$ cat src/rtl/csc_pkg.sv
// Shared definitions for the colour space converter pipeline.
//
// Holds:
//   CSC_DATA_W  - default component width for Y, Cb and Cr
//   phase_e     - pixel-pair phase of the chroma subsampler (PH_EVEN, PH_ODD)
//   C_SEL_CB / C_SEL_CR - chroma identity codes carried on c_sel_o
package csc_pkg;

  localparam int CSC_DATA_W = 8;

  // Position within a horizontal pixel pair
  typedef enum logic {
    PH_EVEN = 1'b0,
    PH_ODD  = 1'b1
  } phase_e;

  localparam logic C_SEL_CB = 1'b0;
  localparam logic C_SEL_CR = 1'b1;

endpackage

$ cat src/rtl/csc_chroma_avg.sv
// Combinational rounded average of two unsigned components:
//   avg_o = (a_i + b_i + 1) >> 1
//
// Ports:
//   a_i, b_i  in   DATA_W  operands
//   avg_o     out  DATA_W  rounded average
//
// The sum is formed at DATA_W+1 bits. Even with both operands at full
// scale the shifted result fits DATA_W, so no saturation is needed.
module csc_chroma_avg #(
  parameter int DATA_W = 8
) (
  input  logic [DATA_W-1:0] a_i,
  input  logic [DATA_W-1:0] b_i,
  output logic [DATA_W-1:0] avg_o
);

  logic [DATA_W:0] sum;
  logic            unused_lsb;

  assign sum        = {1'b0, a_i} + {1'b0, b_i} + {{DATA_W{1'b0}}, 1'b1};
  // The LSB is the rounding bit that the shift discards
  assign avg_o      = sum[DATA_W:1];
  assign unused_lsb = sum[0];

endmodule

$ cat src/rtl/csc_chroma_subsampler.sv
// 4:4:4 to 4:2:2 chroma subsampler.
//
// Takes the Y/Cb/Cr stream from the colour space converter and emits one
// beat per input pixel. Each horizontal pixel pair produces beat A
// (y0 + Cb) and then beat B (y1 + Cr). Valid-only stream, no backpressure.
//
// Ports:
//   clk           in   1       clock, rising edge
//   rst_i         in   1       synchronous active-high reset
//   data_valid_i  in   1       input pixel valid
//   sol_i         in   1       start of line, qualified by data_valid_i
//   y_i/cb_i/cr_i in   DATA_W  input components
//   data_valid_o  out  1       output beat valid
//   y_o           out  DATA_W  output luma
//   c_o           out  DATA_W  output chroma
//   c_sel_o       out  1       0 = Cb, 1 = Cr
//   orphan_o      out  1       pulse: unpaired pixel dropped at line start
//
// Configuration macro CSC_SUB_CHROMA_AVG_EN:
//   defined   - chroma is the rounded average of the pair
//   undefined - co-sited decimation, chroma taken from the even pixel
module csc_chroma_subsampler
  import csc_pkg::*;
#(
  parameter int DATA_W = CSC_DATA_W
) (
  input  logic              clk,
  input  logic              rst_i,
  input  logic              data_valid_i,
  input  logic              sol_i,
  input  logic [DATA_W-1:0] y_i,
  input  logic [DATA_W-1:0] cb_i,
  input  logic [DATA_W-1:0] cr_i,
  output logic              data_valid_o,
  output logic [DATA_W-1:0] y_o,
  output logic [DATA_W-1:0] c_o,
  output logic              c_sel_o,
  output logic              orphan_o
);

  phase_e state_q, state_d;

  // Even pixel of the current pair
  logic [DATA_W-1:0] y0_q, y0_d;
  logic [DATA_W-1:0] cb0_q, cb0_d;
  logic [DATA_W-1:0] cr0_q, cr0_d;

  // Beat B waiting to go out the cycle after beat A
  logic              pend_q, pend_d;
  logic [DATA_W-1:0] pend_y_q, pend_y_d;
  logic [DATA_W-1:0] pend_c_q, pend_c_d;

  // Registered outputs
  logic              valid_q, valid_d;
  logic [DATA_W-1:0] y_q, y_d;
  logic [DATA_W-1:0] c_q, c_d;
  logic              c_sel_q, c_sel_d;
  logic              orphan_q, orphan_d;

  logic [DATA_W-1:0] cb_pair;
  logic [DATA_W-1:0] cr_pair;

`ifdef CSC_SUB_CHROMA_AVG_EN
  csc_chroma_avg #(.DATA_W(DATA_W)) u_cb_avg (
    .a_i   (cb0_q),
    .b_i   (cb_i),
    .avg_o (cb_pair)
  );

  csc_chroma_avg #(.DATA_W(DATA_W)) u_cr_avg (
    .a_i   (cr0_q),
    .b_i   (cr_i),
    .avg_o (cr_pair)
  );
`else
  // Co-sited: the odd pixel's chroma is simply dropped
  assign cb_pair = cb0_q;
  assign cr_pair = cr0_q;
`endif

  // Phase register
  always_ff @(posedge clk) begin
    if (rst_i) begin
      state_q <= PH_EVEN;
    end else begin
      state_q <= state_d;
    end
  end

  // Phase transitions: a start-of-line pixel in ODD restarts the pair
  // with itself as the even pixel, so the phase stays ODD.
  always_comb begin
    state_d = state_q;
    if (data_valid_i) begin
      case (state_q)
        PH_EVEN: state_d = PH_ODD;
        PH_ODD:  if (!sol_i) state_d = PH_EVEN;
        default: state_d = PH_EVEN;
      endcase
    end
  end

  // Datapath and output beats. Outputs default to zero so idle cycles
  // drive 0 rather than holding the last beat. A pending beat B and a
  // new beat A can never coincide, because the cycle after a pair
  // completes always starts in EVEN.
  always_comb begin
    y0_d     = y0_q;
    cb0_d    = cb0_q;
    cr0_d    = cr0_q;
    pend_d   = 1'b0;
    pend_y_d = '0;
    pend_c_d = '0;
    valid_d  = 1'b0;
    y_d      = '0;
    c_d      = '0;
    c_sel_d  = C_SEL_CB;
    orphan_d = 1'b0;

    if (pend_q) begin
      valid_d = 1'b1;
      y_d     = pend_y_q;
      c_d     = pend_c_q;
      c_sel_d = C_SEL_CR;
    end

    if (data_valid_i) begin
      if (state_q == PH_ODD && !sol_i) begin
        valid_d  = 1'b1;
        y_d      = y0_q;
        c_d      = cb_pair;
        c_sel_d  = C_SEL_CB;
        pend_d   = 1'b1;
        pend_y_d = y_i;
        pend_c_d = cr_pair;
      end else begin
        orphan_d = (state_q == PH_ODD);
        y0_d     = y_i;
        cb0_d    = cb_i;
        cr0_d    = cr_i;
      end
    end
  end

  // Hold, pending and output registers
  always_ff @(posedge clk) begin
    if (rst_i) begin
      y0_q     <= '0;
      cb0_q    <= '0;
      cr0_q    <= '0;
      pend_q   <= 1'b0;
      pend_y_q <= '0;
      pend_c_q <= '0;
      valid_q  <= 1'b0;
      y_q      <= '0;
      c_q      <= '0;
      c_sel_q  <= C_SEL_CB;
      orphan_q <= 1'b0;
    end else begin
      y0_q     <= y0_d;
      cb0_q    <= cb0_d;
      cr0_q    <= cr0_d;
      pend_q   <= pend_d;
      pend_y_q <= pend_y_d;
      pend_c_q <= pend_c_d;
      valid_q  <= valid_d;
      y_q      <= y_d;
      c_q      <= c_d;
      c_sel_q  <= c_sel_d;
      orphan_q <= orphan_d;
    end
  end

  assign data_valid_o = valid_q;
  assign y_o          = y_q;
  assign c_o          = c_q;
  assign c_sel_o      = c_sel_q;
  assign orphan_o     = orphan_q;

endmodule

$ cat config.mk
export PLATFORM = sky130hd
export DESIGN_NAME = csc_chroma_subsampler
export DESIGN_NICKNAME = d
export VERILOG_FILES = /design/src/rtl/csc_pkg.sv /design/src/rtl/csc_chroma_avg.sv /design/src/rtl/csc_chroma_subsampler.sv
export SDC_FILE = /design/constraint.sdc
export NUM_CORES = 1
export LEC_CHECK = 0
export ABC_AREA = 1
export BUFFER_PORTS_ARGS = -buffer_cell sky130_fd_sc_hd__buf_2
export CAP_MARGIN = 5
export CORE_MARGIN = 3
export CORE_UTILIZATION = 49
export CTS_BUF_LIST = sky130_fd_sc_hd__clkbuf_4 sky130_fd_sc_hd__clkbuf_8 sky130_fd_sc_hd__clkbuf_16
export CTS_CLUSTER_DIAMETER = 120
export CTS_CLUSTER_SIZE = 12
export DETAILED_ROUTE_END_ITERATION = 7
export GPL_ROUTABILITY_DRIVEN = 0
export HOLD_SLACK_MARGIN = 0.03
export PLACE_DENSITY_LB_ADDON = 0.2
export SYNTH_ARGS = -nofsm -noshare
export SYNTH_HDL_FRONTEND = slang
export SYNTH_SLANG_ARGS = --single-unit
$ cat constraint.sdc
create_clock -name clk -period 1 [get_ports clk]
set_input_delay 0.1 -clock clk [delete_from_list [all_inputs] [get_ports clk]]
set_output_delay 0.1 -clock clk [all_outputs]
set_load 0.05 [all_outputs]
==> reports/results.ini <==
[floorplan]
x_dimension_of_the_die_um = 76.5
dieHeight_um = 76.5
floorplan.io_pins = 47
initial_utilization = 0.512
die_area_um2 = 5850
fp.coreArea_um2 = 4750
fp-row-count = 25

[route]
ant_nets = 0
drt_first_pass_iters = 4
vias = 2063
total_wirelength_of_the_detailed_routed_design_um = 5020
routed_wire_length_per_instance_um = 10.7
detail_route.iter0.violations = 63
drc_errors = 0
vias_per_cell = 4.40

[synthesis]
postSynthAreaPerCell_um2 = 7.20
synth.top_cells.by_area = sky130_fd_sc_hd__dfxtp_1 50%, sky130_fd_sc_hd__nand2_1 12%, sky130_fd_sc_hd__inv_1 11%
ys_types = 17
yosys.area_share.simple = 0.282
synthMuxAreaShare = 0
library_cell_with_the_highest_instance_count_after_synthesis = sky130_fd_sc_hd__nand2_1
synth_xor_area_frac = 0
post_synthesis_adder_cell_area_fraction = 0
synth-compound-area-share = 0.0555
postSynthRegisterBits = 61
postSynthCellCount = 338
async_reset_ff_frac = 0
synth_warnings = 0
largest_family_of_logic_cells_by_synthesized_area = simple AND/OR/NAND/NOR gates
synth_top_cells_by_count = 78 x sky130_fd_sc_hd__nand2_1, 71 x sky130_fd_sc_hd__inv_1, 61 x sky130_fd_sc_hd__dfxtp_1
main_synth_ff_type = sky130_fd_sc_hd__dfxtp_1
syn_nets = 366
post_synth_edffs = 0
synth_largest_type_area_fraction = 0.502
synth.yosys.seq_area_share = 0.502
syn-cell-area_um2 = 2430
synth.largest_area_cell = sky130_fd_sc_hd__dfxtp_1

[sta]
setup-violations-final = 3
fin_hold_ws_ns = 0.0443
slew-limit-headroom = 0.821
timing.clock.skew_ns = 0.00451
finalCriticalPeriod_ns = 1.01
layout_setup_ws_ns = -0.00508
max_clock_freq_mhz = 995
tightest_pin_transition_ns = 0.268
final_min_period_over_clock_period = 1.01
rsz0062_at_grt = yes
finalHoldViolCount = 0
timing.final.max_slew_violations = 0

[setup_path]
critPathMaxStageDelay_ns = 0.35
crit_chain = inv_1 > nor2_4 > nand2_4 > buf_12 > nand2_2 > nand2_1 > inv_1
critPathArrivalTime_ns = 1.23
timing.critical_path.from_type = flip-flop
critPathKind = flip-flop to flip-flop
timing.critical_path.to_type = flip-flop
path_max_fanout = 12
critical_path_required_ns = 1.23
regToRegEndpoint = c_o[4]$_SDFF_PP0_
reg2regPathDepth = 7
worstReg2RegStart = state_q$_SDFFE_PP0P_
critical_path_cell_with_the_highest_stage_delay = sky130_fd_sc_hd__dfxtp_4
timing.critical_path.mode_cell = sky130_fd_sc_hd__inv_1
reg2reg_setup_slack_ns = -0.005

[finish]
post_route_cells_drive_above_1_share = 0.251
final_cell_count_no_fill = 469
synthToLayoutAreaGrowth_pct = 30.6
num_antenna_cells = 0
layout.core_utilization = 0.668
final_nets = 427

[placement]
dp_slack_ns = -0.0405
io_buffers = 46
place_hpwl_um = 2820
place.detailed.instances = 440

[global_routing]
residual_overflow_from_global_routing = 0
grt_max_degree = 50
global_route.usage.total = 0.178
antenna_violations_before_repair = 0
grt_first_pass_wirelength_um = 8200
met1_usage = 0.220
grt_use_met3 = 0.0414
global_route_track_usage_on_met2 = 0.274
grt.busiest_layer = met2
via_count_of_the_first_global_routing_pass = 1852

[cts]
tritoncts = done
cts.root.buffer_cell = sky130_fd_sc_hd__clkbuf_8
cts_num_sinks = 61
clk_pin_slew_ns = 0.06
cts_htree_levels = 3
clk_path_buf_depth = 2
cts_buffers = 9
worst_skew_pair_latency_ns = 0.33

[worst_hold_path]
worst_hold_stages = 2
timing.hold.worst.class = input port to flip-flop
min-delay-start = rst_i
hold_end = data_valid_o$_SDFF_PP0_

[pwr]
leakage_nw = 1.75
max-vdd-ir-drop_uv = 757
comb_power_share = 0.117
netSwitchingPower_mw = 1.26
totalPowerFinal_mw = 5.07
p_int_mw = 3.81
power-per-cell-area_nw_per_um2 = 1600
power_frac_clock = 0.373
seqPwrFrac = 0.510
power.switching_fraction = 0.248

[flow_run]
maxCapViolations = 0

[status]
violations_in_the_final_reports = setup timing
status = complete, but fails checks

worst max-delay path, delay by kind of cell, from the launching register on:
kind | cells | cell delay [ns]
buffers and inverters | 3 | 0.29
DFF | 1 | 0.35
and+or+nand+nor | 4 | 0.27
layer usage:
layer / part of all wire / routed length (um) / vias up
met3: 0.060 / 299 / 10
li1: - / - / 1107
met2: 0.46 / 2310 / 59
met5: 0 / 0 / -
met1: 0.45 / 2280 / 887
met4: 0.025 / 125 / 0
power groups by stage:
stage               Sequential, mW  Combinational [mW]  Clock [mW]
floorplan                     2.69               0.315           0
global placement              2.63               0.507           0
detailed placement            2.64               0.512           0
CTS                           2.58               0.575        1.93
global route                  2.60               0.667        2.03
finish                        2.59               0.594        1.89
worst max path at each step:
stage / startpoint / endpoint
final: state_q$_SDFFE_PP0P_ / c_o[4]$_SDFF_PP0_
after global routing: state_q$_SDFFE_PP0P_ / c_o[7]$_SDFF_PP0_
after CTS: state_q$_SDFFE_PP0P_ / c_o[4]$_SDFF_PP0_
after detailed placement: pend_q$_SDFF_PP0_ / c_o[2]$_SDFF_PP0_
after global placement: pend_q$_SDFF_PP0_ / y_o[1]$_SDFF_PP0_
after floorplan: state_q$_SDFFE_PP0P_ / c_o[5]$_SDFF_PP0_
cell type report:
cell class,instances,area (um^2)
Clock inverter,2,10.0
Multi-Input combinational cell,187,860
Tap cell,67,83.8
Sequential cell,61,1220
Clock buffer,12,159
Fill cell,435,1580
Timing Repair Buffer,68,571
Inverter,72,270
layout by cell type, fill, tap and decap left out, drive strengths merged:
master,count
inv,72
nor2,45
nand3,25
nand2,90
o21ai,3
dlygate4sd3,8
dfxtp,61
clkinv,2
buf,51
clkbuf,21
a21oi,24
through the flow:
stage,instance area [um^2],setup TNS (ns)
detailed placement,2740,-0.406
global route,3180,-1.23
finish,3180,-0.00781
floorplan,2440,0
global placement,2740,-0.113
CTS,3090,-0.00732
registers in the layout, indices dropped and copies added (netlist names):
| name | cells |
|---|---|
| pend_y_q | 8 |
| cb0_q | 8 |
| cr0_q | 8 |
| state_q | 1 |
| y_o | 8 |
| c_o | 8 |
| y0_q | 8 |
| data_valid_o | 1 |
| c_sel_o | 1 |
| pend_c_q | 8 |
| orphan_o | 1 |
| pend_q | 1 |
kinds of logic (layout without fill, tap and decap cells):
family                 after synthesis  in the layout
buffers and inverters               90            154
DFF                                 61             61
AOI/OAI and AO/OA                   27             27
and+or+nand+nor                    160            160
timing repair:
| action | 4_1_cts | 5_1_grt |
|---|---|---|
| hold buffers | 8 | 0 |
| gates cloned | 1 | 2 |
| pin swaps | 3 | 0 |
| resized for setup | 14 | 18 |
| endpoints found under the hold margin | 8 | 0 |
| buffers inserted | 4 | 0 |
| endpoints found under the setup margin | 41 | 39 |
Note: power is estimated with default switching activity, not from simulation.
